**config.mk**
```make
export PLATFORM = sky130hd
export DESIGN_NAME = divider
export DESIGN_NICKNAME = d
export VERILOG_FILES = /design/src/rtl/divider.sv
export SDC_FILE = /design/constraint.sdc
export NUM_CORES = 1
export LEC_CHECK = 0
export ABC_CLOCK_PERIOD_IN_PS = 4470
export CAP_MARGIN = 20
export CORE_MARGIN = 2
export CORE_UTILIZATION = 25
export CTS_CLUSTER_DIAMETER = 50
export DETAILED_ROUTE_END_ITERATION = 12
export DONT_BUFFER_PORTS = 1
export SYNTH_ARGS = -nofsm -noshare
export SYNTH_HDL_FRONTEND = slang
export SYNTH_SLANG_ARGS = --single-unit
```
**constraint.sdc**
```tcl
create_clock -name clk -period 4.47 [get_ports clk]
set_input_delay 0.6705 -clock clk [delete_from_list [all_inputs] [get_ports clk]]
set_output_delay 0.6705 -clock clk [all_outputs]
set_load 0.01 [all_outputs]
```
**src/rtl/divider.sv**
```systemverilog
// Iterative radix-2 restoring divider for RV32M DIV/DIVU/REM/REMU, XLEN+2 cycle latency.
// Define DIV_EARLY_OUT_EN to finish divide-by-zero and signed-overflow requests in one cycle.
module divider #(
  parameter int XLEN = 32
) (
  input  logic            clk,
  input  logic            rst,
  input  logic            start,
  input  logic [1:0]      div_op,
  input  logic [XLEN-1:0] operand1,
  input  logic [XLEN-1:0] operand2,
  input  logic            flush,
  output logic            busy,
  output logic            done,
  output logic [XLEN-1:0] result
);

  localparam int CW = $clog2(XLEN) + 1;

  typedef enum logic [1:0] {IDLE, CALC, FIX, DONE} state_t;

  state_t          state;
  logic [1:0]      op_q;
  logic [XLEN-1:0] quo;
  logic [XLEN-1:0] rem;
  logic [XLEN-1:0] dvsr;
  logic            neg_q;
  logic            neg_r;
  logic            dz;
  logic [CW-1:0]   cnt;

  logic            is_signed;
  logic            op1_neg;
  logic            op2_neg;
  logic            div_zero_in;
  logic [XLEN-1:0] mag1;
  logic [XLEN-1:0] mag2;
  logic [XLEN:0]   rem_sh;
  logic [XLEN:0]   diff;
  logic            ge;
  logic [XLEN-1:0] q_fin;
  logic [XLEN-1:0] r_fin;
  logic [XLEN-1:0] fix_val;

  always_comb begin
    is_signed   = ~div_op[0];
    op1_neg     = is_signed & operand1[XLEN-1];
    op2_neg     = is_signed & operand2[XLEN-1];
    div_zero_in = (operand2 == '0);
    mag1        = op1_neg ? -operand1 : operand1;
    mag2        = op2_neg ? -operand2 : operand2;
  end

  // One restoring step: shift in the next dividend bit, subtract if it fits.
  always_comb begin
    rem_sh = {rem, quo[XLEN-1]};
    diff   = rem_sh - {1'b0, dvsr};
    ge     = ~diff[XLEN];
  end

  // A zero divisor must keep the all-ones quotient even when signs differ.
  always_comb begin
    q_fin   = (neg_q && !dz) ? -quo : quo;
    r_fin   = neg_r ? -rem : rem;
    fix_val = op_q[1] ? r_fin : q_fin;
  end

`ifdef DIV_EARLY_OUT_EN
  logic            ovf_in;
  logic            early_in;
  logic [XLEN-1:0] early_res;

  always_comb begin
    ovf_in    = is_signed && (operand1 == {1'b1, {(XLEN-1){1'b0}}}) && (operand2 == '1);
    early_in  = div_zero_in || ovf_in;
    if (div_op[1]) early_res = div_zero_in ? operand1 : '0;
    else           early_res = div_zero_in ? '1 : operand1;
  end
`endif

  always_ff @(posedge clk or posedge rst) begin
    if (rst) begin
      state  <= IDLE;
      busy   <= 1'b0;
      done   <= 1'b0;
      result <= '0;
      cnt    <= '0;
      op_q   <= '0;
      quo    <= '0;
      rem    <= '0;
      dvsr   <= '0;
      neg_q  <= 1'b0;
      neg_r  <= 1'b0;
      dz     <= 1'b0;
    end else if (flush) begin
      state <= IDLE;
      busy  <= 1'b0;
      done  <= 1'b0;
    end else begin
      case (state)
        IDLE, DONE: begin
          done <= 1'b0;
          busy <= 1'b0;
          if (start) begin
`ifdef DIV_EARLY_OUT_EN
            if (early_in) begin
              state  <= DONE;
              done   <= 1'b1;
              result <= early_res;
            end else
`endif
            begin
              state <= CALC;
              busy  <= 1'b1;
              op_q  <= div_op;
              quo   <= mag1;
              rem   <= '0;
              dvsr  <= mag2;
              neg_q <= ~div_op[1] & (op1_neg ^ op2_neg);
              neg_r <= div_op[1] & op1_neg;
              dz    <= div_zero_in;
              cnt   <= '0;
            end
          end else begin
            state <= IDLE;
          end
        end
        CALC: begin
          quo <= {quo[XLEN-2:0], ge};
          rem <= ge ? diff[XLEN-1:0] : rem_sh[XLEN-1:0];
          cnt <= cnt + CW'(1);
          if (cnt == CW'(XLEN-1)) state <= FIX;
        end
        FIX: begin
          result <= fix_val;
          state  <= DONE;
          busy   <= 1'b0;
          done   <= 1'b1;
        end
        default: begin
          state <= IDLE;
          busy  <= 1'b0;
          done  <= 1'b0;
        end
      endcase
    end
  end

endmodule

```
==> results.py <==
metrics = {
    "timing": {
        "finalHoldViolations": 0,
        "worst_slew_pin_slew_ns": 0.951,
        "slew_headroom_pct": 36.6,
        "fin_crit_sh_pct": 69.3,
        "fmax_mhz": 323,
        "fin_skew_ns": 0.0139,
        "setup_viol": 0,
        "tns_ns": 0,
        "rsz0062_at_grt": "no",
        "maxSlewViolCount": 0,
        "period_needed_ns": 3.10,
    },
    "logic_synthesis": {
        "syn_avg_cell_area_um2": 7.88,
        "syn_inst": 1362,
        "yosys-top-cells-count": "nand2_1 (206), o21ai_0 (170), dfrtp_1 (142)",
        "synth_edf_count": 0,
        "synth.top_cell.area_share_pct": 33.1,
        "synth.cell_area_um2": 10700,
        "synth.most_common_cell": "nand2_1",
        "synth.net_count": 1472,
        "ys_seq_elements": 142,
        "yosys.area.top_type": "dfrtp_1",
        "synth.distinct_cells": 73,
        "async_flop_share_pct": 100,
        "ys_seq_area_share_pct": 33.1,
        "synth_flop_cell": "dfrtp_1",
        "yosysWarnings": 0,
        "synth_area_leaders": "dfrtp_1 (33%), o21ai_0 (7.9%), nand2_1 (7.2%)",
    },
    "pwr": {
        "pwr_density_cell_nw_per_um2": 558,
        "power.internal_w": 0.00362,
        "p_leak_nw": 5.01,
        "ir_worst_vdd_mv": 0.232,
        "swShare_pct": 45.1,
        "p_switching_w": 0.00298,
        "combPwrFrac_pct": 42.4,
        "p_clk_share_pct": 22.0,
        "pwr-share-seq_pct": 35.5,
    },
    "min_path": {
        "hold_class": "in -> reg",
    },
    "grt": {
        "grt_pass1_wl_um": 48200,
        "grt_pass1_vias": 8983,
        "gr-total-overflow": 0,
        "grt_start_max_net_pins": 63,
        "antenna_found_initial": 0,
        "track_usage_pct": 13.7,
    },
    "placed_design": {
        "gp_congestion": 0.850,
        "hpwl_um": 23400,
        "dp.cells": 1829,
        "io_buffer_count": 0,
    },
    "cts": {
        "clock_sinks": 142,
        "clkTransAtPathRegs_ns": 0.07,
        "ctsHoldBuffers": 0,
        "clk_latency_ns": 0.44,
        "cts-resized-gates": 0,
        "tritoncts": "built",
        "cts_root_buf": "clkbuf_16",
        "htree_levels": 4,
        "cts.path.max_buffers": 2,
        "numCtsBuffers": 17,
        "post_cts_buffers": 0,
    },
    "final_layout": {
        "diodes": 0,
        "fin_cells": 1865,
        "fillers": 4488,
        "layout.nets": 1423,
        "syn_to_final_growth_pct": 10.1,
        "drive_above_1_share_pct": 5.43,
    },
    "job": {
        "maxCapViolCount": 0,
    },
    "floorplan": {
        "coreArea_um2": 42100,
        "die_h_um": 211,
        "die_area_um2": 44600,
        "start_util_pct": 25.5,
        "rows": 75,
        "chipWidth_um": 211,
        "io_pins": 104,
    },
    "route": {
        "drt_iter0_drc": 497,
        "wirelength_um": 30500,
        "vias_per_cell": 5.12,
        "dr.pass1.iters": 7,
        "num_vias": 9551,
        "routedWlPerCell_um": 16.3,
        "ant_nets": 0,
        "drc": 0,
    },
    "status": {
        "status": "completed",
    },
    "worst_setup_path": {
        "end_kind": "flop",
        "worstPathRequired_ns": 4.77,
        "worstPathArrival_ns": 3.40,
        "start_kind": "flop",
        "critPathMaxFanout": 30,
        "critPathKind": "reg -> reg",
    },
}
[worst paths after layout]
path                       cells after the start  slack [ns]            startpoint               endpoint
max                                           12        1.37   quo[31]$_DFFE_PP0P_    rem[27]$_DFFE_PP0P_
min                                            1        0.29                 flush       done$_DFFE_PP0P_
max reg2reg                                   12        1.37   quo[31]$_DFFE_PP0P_    rem[27]$_DFFE_PP0P_
min reg2reg                                    2        0.47  dvsr[12]$_DFFE_PP0P_   dvsr[12]$_DFFE_PP0P_
max in group asynchronous                      4        3.06                   rst    op_q[1]$_DFFE_PP0P_
min in group asynchronous                      2        0.62                   rst  result[9]$_DFFE_PP0P_
[power by group through the flow]
stage / Combinational (W) / Clock, W / Sequential [W]
after floorplan: 0.00231 / 0 / 0.00206
after global placement: 0.00274 / 0 / 0.00235
after detailed placement: 0.00279 / 0 / 0.00237
after CTS: 0.00280 / 0.00148 / 0.00235
after global routing: 0.00318 / 0.00154 / 0.00244
final: 0.00280 / 0.00145 / 0.00234
[layout make-up]
cell class | instances | area (um2) | area share, %
clock buffer | 18 | 439 | 3.71
clock inverter | 14 | 159 | 1.34
inverter | 52 | 199 | 1.68
multi-input combinational | 1084 | 6650 | 56.2
sequential | 142 | 3550 | 30.1
tap | 539 | 674 | 5.70
timing repair buffer | 16 | 155 | 1.31
[per-stage QoR]
| step | worst slack, ns | util (%) | instance area [um2] | hold WS, ns | power, W |
|---|---|---|---|---|---|
| 2_1_floorplan | 1.67 | - | 10700 | 0.450 | 0.00438 |
| 3_3_place_gp | 1.44 | 26.5 | 11200 | 0.467 | 0.00510 |
| 3_5_place_dp | 1.40 | 26.5 | 11200 | 0.471 | 0.00517 |
| 4_1_cts | 1.38 | 27.9 | 11800 | 0.276 | 0.00663 |
| 5_1_grt | 1.11 | 28.1 | 11800 | 0.263 | 0.00716 |
| 6_report | 1.37 | 28.1 | 11800 | 0.287 | 0.00660 |
[routing by layer]
layer / GRT usage (%) / wire [um] / vias to the layer above
li1: - / - / 4747
met4: 6.48 / 1260 / 0
met3: 3.37 / 1470 / 57
met2: 23.5 / 15100 / 182
met1: 16.1 / 12700 / 4565
met5: 0 / 0 / -
[sequential cells by signal, indices dropped and copies added, names as in the netlist, 2 cells and up]
name and flops:
quo 32, state 2, rem 32, cnt 6
dvsr 32, result 32
[layout by cell type, fill, tap and decap left out, drive strengths merged, types with 11 or more instances in the layout]
master and n:
a21o 11, a21oi 101, a31oi 11, and3 15
buf 15, clkbuf 18, dfrtp 142, ha 39
inv 55, nand2 206, nand2b 14, nand3 36
nand4 22, nor2 89, nor2b 12, nor3 23
nor4 18, o21ai 178, o311ai 27, o31ai 23
o41ai 14, xnor2 61, xor2 80
[kinds of logic after synthesis]
logic type / count (synthesis) / synth area share [%]
xor gates and xnor gates: 141 / 11.5
muxes: 12 / 1.14
DFF: 142 / 33.1
AOI/OAI and AO/OA: 413 / 23.5
buffers and inverters: 136 / 5.08
adders and majority gates: 40 / 4.73
and+or+nand+nor: 478 / 21.0
[critical path, cell delays in order, from the launching register on]
cell and delay (ns):
dfrtp_1 0.37, inv_1 0.08, ha_1 0.23, fa_1 0.41, nand2b_1 0.19, a21o_1 0.20, a31o_2 0.24, a21oi_1 0.35
o41ai_2 0.15, o21bai_4 0.19, buf_4 0.24, a32oi_1 0.21, o21ai_0 0.10
(Power assumes the default switching activity.)
